==> src/rtl/mips_pkg.sv <==
// Shared opcode/funct encodings, ALU operation codes and the control bundle
// passed from the decode logic into the ID/EX register.
package mips_pkg;

  localparam logic [5:0] OP_RTYPE = 6'h00;
  localparam logic [5:0] OP_ADDI  = 6'h08;
  localparam logic [5:0] OP_ANDI  = 6'h0C;
  localparam logic [5:0] OP_ORI   = 6'h0D;
  localparam logic [5:0] OP_LUI   = 6'h0F;
  localparam logic [5:0] OP_LW    = 6'h23;
  localparam logic [5:0] OP_SW    = 6'h2B;
  localparam logic [5:0] OP_BEQ   = 6'h04;

  localparam logic [5:0] FN_ADD = 6'h20;
  localparam logic [5:0] FN_SUB = 6'h22;
  localparam logic [5:0] FN_AND = 6'h24;
  localparam logic [5:0] FN_OR  = 6'h25;
  localparam logic [5:0] FN_SLT = 6'h2A;

  typedef enum logic [2:0] {
    ALU_ADD = 3'd0,
    ALU_SUB = 3'd1,
    ALU_AND = 3'd2,
    ALU_OR  = 3'd3,
    ALU_SLT = 3'd4,
    ALU_LUI = 3'd5
  } alu_op_e;

  typedef struct packed {
    alu_op_e alu_op;
    logic    alu_src;
    logic    reg_write;
    logic    mem_read;
    logic    mem_write;
    logic    mem_to_reg;
    logic    branch;
  } ctrl_t;

  localparam ctrl_t CTRL_NOP = '{alu_op: ALU_ADD, default: 1'b0};

endpackage

==> src/rtl/id_control_decoder.sv <==
// Combinational instruction decoder: control bundle, destination select,
// immediate extension, legality and whether the instruction reads rt.
module id_control_decoder
  import mips_pkg::*;
#(
  parameter int DATA_W = 32,
  parameter int ADDR_W = 5
) (
  input  logic [31:0]       instr,
  output ctrl_t             ctrl,
  output logic [ADDR_W-1:0] dest,
  output logic [DATA_W-1:0] imm,
  output logic              legal,
  output logic              reads_rt
);

  logic [5:0] opcode;
  logic [5:0] funct;
  logic       unused_rs;

  assign opcode    = instr[31:26];
  assign funct     = instr[5:0];
  assign unused_rs = &{1'b0, instr[25:21]};

  always_comb begin
    ctrl     = CTRL_NOP;
    legal    = 1'b1;
    reads_rt = 1'b0;
    dest     = instr[20:16];
    imm      = {{(DATA_W-16){instr[15]}}, instr[15:0]};
    case (opcode)
      OP_RTYPE: begin
        dest           = instr[15:11];
        reads_rt       = 1'b1;
        ctrl.reg_write = 1'b1;
        case (funct)
          FN_ADD:  ctrl.alu_op = ALU_ADD;
          FN_SUB:  ctrl.alu_op = ALU_SUB;
          FN_AND:  ctrl.alu_op = ALU_AND;
          FN_OR:   ctrl.alu_op = ALU_OR;
          FN_SLT:  ctrl.alu_op = ALU_SLT;
          default: legal = 1'b0;
        endcase
      end
      OP_ADDI: begin
        ctrl.alu_src   = 1'b1;
        ctrl.reg_write = 1'b1;
      end
      OP_ANDI, OP_ORI: begin
        ctrl.alu_op    = (opcode == OP_ANDI) ? ALU_AND : ALU_OR;
        ctrl.alu_src   = 1'b1;
        ctrl.reg_write = 1'b1;
        imm            = {{(DATA_W-16){1'b0}}, instr[15:0]};
      end
      OP_LUI: begin
        ctrl.alu_op    = ALU_LUI;
        ctrl.alu_src   = 1'b1;
        ctrl.reg_write = 1'b1;
      end
      OP_LW: begin
        ctrl.alu_src    = 1'b1;
        ctrl.reg_write  = 1'b1;
        ctrl.mem_read   = 1'b1;
        ctrl.mem_to_reg = 1'b1;
      end
      OP_SW: begin
        ctrl.alu_src   = 1'b1;
        ctrl.mem_write = 1'b1;
        reads_rt       = 1'b1;
      end
      OP_BEQ: begin
        ctrl.alu_op = ALU_SUB;
        ctrl.branch = 1'b1;
        reads_rt    = 1'b1;
      end
      default: legal = 1'b0;
    endcase

    // Writes to $0 are architecturally discarded, so never request them.
    if (dest == '0)
      ctrl.reg_write = 1'b0;

    if (!legal) begin
      ctrl     = CTRL_NOP;
      reads_rt = 1'b0;
    end
  end

endmodule

==> src/rtl/id_ex_stage.sv <==
// Decode stage plus ID/EX pipeline register with load-use stall and EX flush.
// Define WB_BYPASS_EN to forward the WB write port into the captured operands.
module id_ex_stage
  import mips_pkg::*;
#(
  parameter int DATA_W = 32,
  parameter int ADDR_W = 5
) (
  input  logic              clk,
  input  logic              rst,
  input  logic              validIn,
  input  logic [31:0]       instrIn,
  input  logic [31:0]       pcIn,
  input  logic              flush,
  output logic [ADDR_W-1:0] readRegister1,
  output logic [ADDR_W-1:0] readRegister2,
  input  logic [DATA_W-1:0] readData1,
  input  logic [DATA_W-1:0] readData2,
  input  logic [ADDR_W-1:0] writeRegister,
  input  logic [DATA_W-1:0] writeBack,
  input  logic              RegisterWrite,
  output logic              stallOut,
  output logic              exValid,
  output logic [DATA_W-1:0] exPc,
  output logic [DATA_W-1:0] exRsData,
  output logic [DATA_W-1:0] exRtData,
  output logic [DATA_W-1:0] exImm,
  output logic [ADDR_W-1:0] exRs,
  output logic [ADDR_W-1:0] exRt,
  output logic [ADDR_W-1:0] exDest,
  output logic [2:0]        exAluOp,
  output logic              exAluSrc,
  output logic              exRegWrite,
  output logic              exMemRead,
  output logic              exMemWrite,
  output logic              exMemToReg,
  output logic              exBranch
);

  logic [ADDR_W-1:0] rs;
  logic [ADDR_W-1:0] rt;
  ctrl_t             ctrl;
  logic [ADDR_W-1:0] dest;
  logic [DATA_W-1:0] imm;
  logic              legal;
  logic              reads_rt;
  logic              load_bubble;
  logic [DATA_W-1:0] rs_data;
  logic [DATA_W-1:0] rt_data;

  assign rs            = instrIn[25:21];
  assign rt            = instrIn[20:16];
  assign readRegister1 = rs;
  assign readRegister2 = rt;

  id_control_decoder #(
    .DATA_W(DATA_W),
    .ADDR_W(ADDR_W)
  ) u_decoder (
    .instr   (instrIn),
    .ctrl    (ctrl),
    .dest    (dest),
    .imm     (imm),
    .legal   (legal),
    .reads_rt(reads_rt)
  );

  // A load in EX cannot forward in time; its consumer in ID must wait one cycle.
  assign stallOut = validIn & exValid & exMemRead & (exDest != '0) &
                    ((exDest == rs) | ((exDest == rt) & reads_rt));

  assign load_bubble = flush | stallOut | ~validIn | ~legal;

`ifdef WB_BYPASS_EN
  assign rs_data = (RegisterWrite && (writeRegister != '0) && (writeRegister == rs)) ? writeBack : readData1;
  assign rt_data = (RegisterWrite && (writeRegister != '0) && (writeRegister == rt)) ? writeBack : readData2;
`else
  logic unused_wb;
  assign unused_wb = &{1'b0, writeRegister, writeBack, RegisterWrite};
  assign rs_data   = readData1;
  assign rt_data   = readData2;
`endif

  always_ff @(posedge clk) begin
    if (rst || load_bubble) begin
      exValid    <= 1'b0;
      exPc       <= '0;
      exRsData   <= '0;
      exRtData   <= '0;
      exImm      <= '0;
      exRs       <= '0;
      exRt       <= '0;
      exDest     <= '0;
      exAluOp    <= '0;
      exAluSrc   <= 1'b0;
      exRegWrite <= 1'b0;
      exMemRead  <= 1'b0;
      exMemWrite <= 1'b0;
      exMemToReg <= 1'b0;
      exBranch   <= 1'b0;
    end else begin
      exValid    <= 1'b1;
      exPc       <= pcIn;
      exRsData   <= rs_data;
      exRtData   <= rt_data;
      exImm      <= imm;
      exRs       <= rs;
      exRt       <= rt;
      exDest     <= dest;
      exAluOp    <= ctrl.alu_op;
      exAluSrc   <= ctrl.alu_src;
      exRegWrite <= ctrl.reg_write;
      exMemRead  <= ctrl.mem_read;
      exMemWrite <= ctrl.mem_write;
      exMemToReg <= ctrl.mem_to_reg;
      exBranch   <= ctrl.branch;
    end
  end

endmodule

==> config.mk <==
export PLATFORM = sky130hd
export DESIGN_NAME = id_ex_stage
export DESIGN_NICKNAME = d
export VERILOG_FILES = /design/src/rtl/mips_pkg.sv /design/src/rtl/id_control_decoder.sv /design/src/rtl/id_ex_stage.sv
export SDC_FILE = /design/constraint.sdc
export NUM_CORES = 1
export LEC_CHECK = 0
export CAP_MARGIN = 20
export CORE_AREA = 2 2 130 132
export DETAILED_ROUTE_END_ITERATION = 8
export DIE_AREA = 0 0 132 134
export PLACE_DENSITY = 0.72
export REMOVE_ABC_BUFFERS = 1
export SLEW_MARGIN = 15
export SYNTH_ARGS = -nofsm -noshare
export SYNTH_HDL_FRONTEND = slang
export SYNTH_SLANG_ARGS = --single-unit
==> constraint.sdc <==
create_clock -name clk -period 4.35 [get_ports clk]
set_input_delay 0.6525 -clock clk [delete_from_list [all_inputs] [get_ports clk]]
set_output_delay 0.6525 -clock clk [all_outputs]
set_load 0.03 [all_outputs]
# Word level (Yosys, flattened, before mapping)

Cells that the tools add are included.
W data, S select, Z words.

Register bits: 137
Latch bits: 0
Memory bits (writable): 0
ROM bits: 0
Memories: 0

Add/subtract/negate cells: 0
Multipliers: 0
Div/mod/pow operators: 0
Magnitude comparators: 0
Equality and inequality tests: 14
Shift-type cells: 0
Muxes and demuxes: 14
Bitwise operators: 11
Reductions and logical operators: 13

Operators by type and width:

| operator             | number |
|---|---|
| $eq A6 B6 Y1 const B | 7 |
| $eq A6 B4 Y1 const B | 4 |
| $pmux W3 S4          | 2 |
| $reduce_or A6 Y1     | 2 |
| $eq A5 B5 Y1         | 2 |
| $mux W1              | 10 |
| $reduce_or A3 Y1     | 3 |
| $reduce_or A7 Y1     | 1 |
| $eq A6 B3 Y1 const B | 1 |
| $logic_not A6 Y1     | 1 |
| $and A1 B1 Y1        | 5 |
| $logic_not A5 Y1     | 1 |
| $mux W5              | 1 |
| $reduce_bool A5 Y1   | 1 |
| $reduce_or A5 Y1     | 1 |
| $or A1 B1 Y1         | 4 |
| $reduce_or A2 Y1     | 2 |
| $not A1 Y1           | 2 |
| $pmux W1 S2          | 1 |
| $logic_or A1 B1 Y1   | 1 |

# Logic depth before layout (Yosys ltp)

Depth in word-level cells: 13
Gate-level depth with buffers: 8
Mapped depth without buffers: 5

# Modules after synthesis

A second synthesis with hierarchy kept.

Cells, all modules: 628
Area, all modules: 5834.3 um2

Modules (own cells, without submodules):

| module             | instances | cells an instance | area each (um2) | seq. area each (um2) |
|---|---|---|---|---|
| id_ex_stage        | 1         | 540               | 5182.5          | 3062.9 |
| id_control_decoder | 1         | 88                | 651.9           | 0.0 |

# Worst setup path before layout

OpenSTA, ideal clock, no wires.

Path kind: input to output
Start point: input port instrIn[26]
End point: output port stallOut
Data arrival time: 2.146 ns
Required time: 3.697 ns
Path slack: 1.551 ns
Stages on the path: 6
Buffers on the path: 1
Path through: buf_2 or4_1 o21ai_1 nor4b_2 o21ai_0 a21boi_1

Cells in the longest elaborated chain, start to end: 7
Elaborated cells on any way between the ends: 16

RTL lines:

| element                                                                      | RTL line                 | RTL |
|---|---|---|
| from (decl)                                                                  | id_ex_stage.sv:12        | `input logic [31:0] instrIn,` |
| $eq A6 B3 Y1 (tied with other cells)                                         | id_control_decoder.sv:31 | `case (opcode)` |
| $reduce_or A7 Y1 (no source line) / $reduce_or A3 Y1 (equally long branches) | -                        |  |
| $pmux W1 S2 / $mux W1 (equally long branches)                                | id_control_decoder.sv:31 |  |
| $mux W1 *                                                                    | id_control_decoder.sv:83 | `if (!legal) begin` |
| $and A1 B1 Y1 *                                                              | id_ex_stage.sv:70        | `((exDest == rs) \| ((exDest == rt) & reads_rt));` |
| $or A1 B1 Y1 *                                                               | id_ex_stage.sv:70        |  |
| $and A1 B1 Y1 *                                                              | id_ex_stage.sv:69        | `assign stallOut = validIn & exValid & exMemRead & (exDest != '0) &` |
| to (decl)                                                                    | id_ex_stage.sv:22        | `output logic stallOut,` |

Mark *: on every way between the ends. The rest lies on a longest branch, timed or not.

# Final worst setup path

Start point: input port instrIn[27]
End point: output port stallOut

The elaborated chain is that of the path after synthesis.

==> metrics.md <==
| Metric | Value |
|---|---|
| Status | complete, no violations |
| Synth unique cells | 36 |
| N_diodes | 0 |
| Die area | approximately 0.018 mm^2 |
| Routed Antenna Nets | 0 |
| Psw | slightly below 700 uW |
| Nets | 841 |
| Synth Instances | 408 |
| Clock Power Share | 0.483 |
| Top cell type's share of synthesized area | 0.590 |
| Clock latency on the worst-skew pair | about 410 ps |
| Warnings from Yosys | 0 |
| Via/cell ratio | ~4.5 |
| Sink Count | ~140 |
| Post-Route WL | 14,100 um |
| Hold Path Origin | readData2[11] |
| #FFs+latches synth | roughly 140 |
| Crit path time final | approximately 3800 ps |
| Row Count | 47 |
| Clock transition at path regs | about 60 ps |
| Internal | ~2.3 mW |
| Predominant post-synthesis flop cell | dfxtp_1 |
| Post-CTS Setup Bufs | 0 |
| Residual DRC count | 0 |
| Maximum vdd drop | 0.229 mV |
| Vias in the first global route | 4,245 |
| I/O pin count | ~330 |
| Sw Ratio | 0.230 |
| Worst R2R End | exRsData[10] |
| GPL Wtd Cong | ~0.81 |
| Layout cells sized above 1 | 0.0600 |
| Cells resized by post-CTS repair | 0 |
| Max Used Layer | met5 |
| Root buffer cell | clkbuf_16 |
| Critical path startpoint category | primary input |
| Critical path peak fanout | 7 |
| Worst reg2reg path startpoint | exDest[2] |
| Initial core utilization | 0.285 |
| Placed cells | 872 |
| Syn-to-layout area delta | 74.8% |
| Pwr dens | approximately 360 mW/mm^2 |
| Syn Std Cell Area | approximately 0.0046 mm^2 |
| Die width | between 100 and 150 um |
| Sequential share of power | 0.427 |
| Metal3 WL | between 1500 and 2000 um |
| Hold Vio Cnt, Final | 0 |
| Leakage | around 2.8 nW |
| DR iter-0 viols | 160 |
| Worst EP required | around 3700 ps |
| Clock Skews | ~8 ps |
| Met2 Wirelength | between 6000 and 7000 um |
| Post-Syn Area per Cell | ~11 um^2 |
| Worst slew margin | 0.596 |
| Largest buffer count on any clock path | 2 |
| Core Box Area | about 0.016 mm^2 |
| Area contributors post-synth | dfxtp_1, nor3b_1, buf_4 |
| CP Capture Type | output pin |
| Combinational Power Share | 0.090 |
| Top cell type by total area after synthesis | dfxtp_1 |
| Fin cells | roughly 900 |
| CP Class | primary input to output pin |
| Largest net degree at the start of global routing | 61 |
| Hold/Removal Path Class | primary input to register |
| Max Clock Freq | 0.266 GHz |
| Synth async-reset ratio | 0 |
| Register area share after synthesis | 0.590 |
| Final Util | 0.499 |
| Avg WL per Cell | between 15 and 20 um |
| DP Wirelength | between 10,000 and 15,000 um |
| TritonCTS buffer count | 17 |
| Setup-failing EPs final | 0 |
| EDFF count, synth | 0 |
| Initial antenna violation count | 1 |
| Overflow after GRT | 0 |
| CP arrival | 3100 ps |
| RSZ-0062 raised after global routing | false |
| Max Cap Violations | 0 |
| First-pass GRT wire length | roughly 22,000 um |
| FF-to-FF setup slack | 2140 ps |
| Input/output buffers | approximately 300 |
| Worst hold stages | 2 |
| Crit share post-route | 0.863 |
| TritonCTS clock tree | yes |
| Hold-fix buffers, CTS | 0 |
| Total Routing Usage GR | 0.158 |
| Wl on met1 | roughly 5300 um |
| Cells on worst reg2reg path | 6 |
| H-tree levels | 4 |
| Final slew viol count | 0 |
| Hold endpoint | exRtData[11] |
| Drt pass-1 iters | 4 |
| Worst Tran Pin Value | 604 ps |
| Vias post-DR | 4,086 |
| Die outline height | between 100 and 150 um |
==> worst max path at each step <==
| stage | from | end | depth (start not counted) |
|---|---|---|---|
| after global routing | instrIn[27] | stallOut | 7 |
| final | instrIn[27] | stallOut | 7 |
| after CTS | instrIn[27] | stallOut | 7 |
| after detailed placement | instrIn[27] | stallOut | 7 |
| after global placement | instrIn[31] | stallOut | 7 |
| after floorplan | instrIn[28] | exAluOp[0] | 4 |
==> state kept, by name (all words and copies together) (netlist names) <==
register and count:
exAluOp 3, exAluSrc 1, exBranch 1, exDest 5, exImm 17, exMemToReg 1
exMemWrite 1, exPc 32, exRegWrite 1, exRs 5, exRsData 32, exRt 5
exRtData 32, exValid 1
==> critical path, stage by stage <==
cell	delay, ps
clkdlybuf4s50_1	540
or4_1	540
o21ai_1	80
nor4b_2	280
o21ai_0	140
a21boi_1	160
clkdlybuf4s50_1	690
==> layout by cell type (no fill, tap or decap), types with 4 or more instances in the layout <==
master / netlist / final
clkbuf_16: 0 / 17
nor3_1: 15 / 15
inv_6: 0 / 4
nor4_1: 4 / 4
nor3b_1: 121 / 121
clkdlybuf4s50_1: 0 / 295
nand2_1: 9 / 9
mux2i_1: 6 / 6
xor2_1: 6 / 6
a21oi_1: 5 / 5
dfxtp_1: 137 / 137
nor2_1: 12 / 11
xnor2_1: 4 / 4
==> cells by family after synthesis <==
group	synth area share
multiplexers	0.0129
AND/OR/NAND/NOR	0.260
flip-flops	0.590
AO/OA/AOI/OAI	0.0226
buffers and inverters	0.0955
XOR/XNOR	0.0188
==> synthesized netlist by cell type, types with 2 or more instances <==
cell,n
o21ai_0,2
buf_6,11
a31oi_1,3
a21oi_1,5
or4_1,2
nand4_1,3
nand3_1,3
nor4_1,4
nor3b_1,121
xnor2_1,4
nor3_1,15
buf_1,4
o22ai_1,2
dfxtp_1,137
mux2i_1,6
clkbuf_1,3
nor2_1,12
nand2b_1,2
xor2_1,6
buf_4,29
buf_2,9
inv_1,3
nand2_1,9
==> layout make-up <==
type	count	area, um^2
clock buffers	18	439
repair buffers	301	3040
well taps	220	275
multi-input cells	211	1480
clock inverters	13	145
fillers	1441	8160
inverters	3	11.3
flip-flops and latches	137	2740
==> layer usage <==
metal  track usage  up-vias
met2         0.266      241
met3        0.0767       37
li1              -     1908
met5             0        -
met1         0.161     1898
met4        0.0857        2
==> power groups by stage <==
| stage | Clock, mW | Combinational, mW | Sequential, mW |
|---|---|---|---|
| 2_1_floorplan | 0 | 0.0593 | 1.31 |
| 3_3_place_gp | 0 | 0.260 | 1.29 |
| 3_5_place_dp | 0 | 0.265 | 1.29 |
| 4_1_cts | 1.47 | 0.267 | 1.26 |
| 5_1_grt | 1.53 | 0.282 | 1.26 |
| 6_report | 1.43 | 0.266 | 1.26 |
==> stage by stage <==
stage               power, mW  setup TNS, ps  setup slack, ps  instance area (um^2)  hold slack (ps)
global placement         1.55              0              579                  7540              974
CTS                      3.00              0              611                  8130              776
finish                   2.96              0              596                  8130              799
floorplan                1.37        -147680            -1240                  4220              731
detailed placement       1.56              0              622                  7540              997
global route             3.07              0              486                  8130              784
No activity file was read; power rests on OpenSTA's default activity.
==> variant, RTL diff (same settings) <==
Build with the macro `WB_BYPASS_EN` defined.
--- a/src/rtl/id_ex_stage.sv
+++ b/src/rtl/id_ex_stage.sv
@@ -1,5 +1,7 @@
 // Decode stage plus ID/EX pipeline register with load-use stall and EX flush.
 // Define WB_BYPASS_EN to forward the WB write port into the captured operands.
+`define WB_BYPASS_EN
+
 module id_ex_stage
   import mips_pkg::*;
 #(
Check against the original RTL: not equivalent (a bounded check fails within 4 cycles, from zero or initial values).
==> variant against the unedited design <==
Die area is the same. Sequential cell count stayed put. Wire length grew 23%. First-iteration DRC count increased by 14%. Sequential power about the same. Cell count increased by 13%. Power increased by 1.1%. Register-to-register slack got worse by 0.28 ns. Worst setup slack got worse by 0.32 ns. Core utilization rose by 9.5 points. Synthesized area is 28% higher. Cell area is 19% higher. Count of clock-buffer cells in the layout did not move. Largest cell class unchanged.
==> variant: results (changes against the unedited design) <==
metric,value,unit,change
wl on met1,6343,um,+20%
peak supply drop,0.2292,mV,about the same
Port Buf Inserts,333,,+13%
Avg WL per Cell,17.10,um,+9.5%
ant diodes,0,,unchanged
post-synthesis mux area share,11.63,%,+10 points
met3 Use GR,7.937,%,+0.26 points
post-DP HPWL,12950,um,+24%
area share of fa/ha/maj cells after synthesis,0,%,unchanged
Crit-path slowest cell,clkdlybuf4s50_1,,
skew final,0.01333,ns,+0.005298 ns
flop2flop setup slack,1.86,ns,-0.28 ns
DR top layer,met4,,
fin nets,953,,+13%
xor/xnor cell area share of the yosys netlist,2.950,%,+1.1 points
crit path from,instrIn[27],,
Layout fillers,1346,,-6.6%
Synth area leaders,"dfxtp_1 (46%), nor3b_2 (12%), mux2i_1 (12%), nor3_2 (7.1%), buf_4 (4.6%)",,
synth unique cells,44,,+22%
initial antenna violation count,0,,-1
sequential fraction of the synthesis area,46.20,%,-13 points
Crit path max-delay family,buffers and inverters,,
Clock transition at path regs,0.07,ns,
clk root buf,clkbuf_16,,
via count,4846,,+19%
Syn. warnings,0,,unchanged
Largest regs,"exPc (32), exRsData (32), exRtData (32)",,
Rel. slew slack,28.76,%,-31 points
H-Tree Depth,4,,unchanged
clk buf depth,2,,unchanged
met1 usage,20.19,%,+4.1 points
status,finished clean,,
reg2reg end,exMemToReg$_SDFF_PP0_,,
Worst Setup EP,stallOut,,
M2 GR Usage,34.61,%,+8.0 points
CP Max Fanout,7,,unchanged
post-CTS resize count,0,,unchanged
vias in the first global route,5145,,+21%
share of cells above drive strength 1,18.59,%,+13 points
Placed Instance Area,0.009125,mm2,+21%
metal2 WL,8968,um,+33%
Met3 Wirelength,1629,um,+1.9%
pin count of the biggest net entering global routing,138,,+130%
Critical Path AT,3.42,ns,+0.32 ns
Leak,3.122,nW,+12%
Post-synth top cells,"dfxtp_1 (137), mux2i_1 (69), nor3b_2 (56)",,
compound-cell area share of the yosys netlist,2.213,%,-0.048 points
gr usage total,19.37,%,+3.6 points
gpl congestion,0.8854,,+9.2%
First DRT Iteration DRCs,182,,+14%
wire length of the first global-routing pass,27200,um,+24%
Crit Reg-Reg Startpoint,exDest[1]$_SDFF_PP0_,,
most used flip-flop cell after synthesis,dfxtp_1,,
## variant: changes by cell type in the layout (fill, tap and decap cells not counted), sizes merged, moves of 3 or more
cell	delta
nor3	+59
clkdlybuf4s50	+38
xnor2	+11
nor2	-3
a31oi	-3
nor3b	-59
mux2i	+63
nand2	-4
## variant: how the worst min path moves through the flow
stage | cells past startpoint | start | end | slack, ns
floorplan | 1 | instrIn[30] | exMemWrite$_SDFF_PP0_ | 0.73
global placement | 4 | exMemToReg$_SDFF_PP0_ | exValid$_DFF_P_ | 1.01
detailed placement | 4 | exMemToReg$_SDFF_PP0_ | exValid$_DFF_P_ | 1.02
CTS | 2 | pcIn[0] | exPc[0]$_SDFF_PP0_ | 0.78
global route | 2 | pcIn[1] | exPc[1]$_SDFF_PP0_ | 0.78
finish | 2 | pcIn[1] | exPc[1]$_SDFF_PP0_ | 0.80
## variant: power by group
part           leakage (nW)  switching, mW  internal (mW)
registers              1.10        0.00240           1.26
logic                  1.75          0.164          0.209
clock network         0.271          0.605          0.753
## variant: area by class of cell
type | instances | area share (%)
multi-input cells | 286 | 27.65
clock inverters | 14 | 1.305
well taps | 220 | 2.843
repair buffers | 341 | 35.44
clock buffers | 18 | 4.433
flip-flops and latches | 137 | 28.33
## variant: kinds of logic (layout without fill, tap and decap cells)
kind of cell,Yosys count,after routing
flops,137,137
xor+xnor,20,20
simple gates,180,180
mux,69,69
buf+inv,66,373
compound gates,17,17
## variant: metrics by stage
stage	cells	power (mW)	setup slack, ns	setup TNS (ns)	hold slack, ns
finish	1016	2.995	0.2747	0	0.7990
global route	1016	3.106	0.2161	0	0.7810
CTS	1016	3.028	0.3234	0	0.7799
detailed placement	984	1.665	0.3333	0	1.025
global placement	984	1.659	0.4014	0	1.008
floorplan	423	1.422	-5.091	-669.39	0.7292
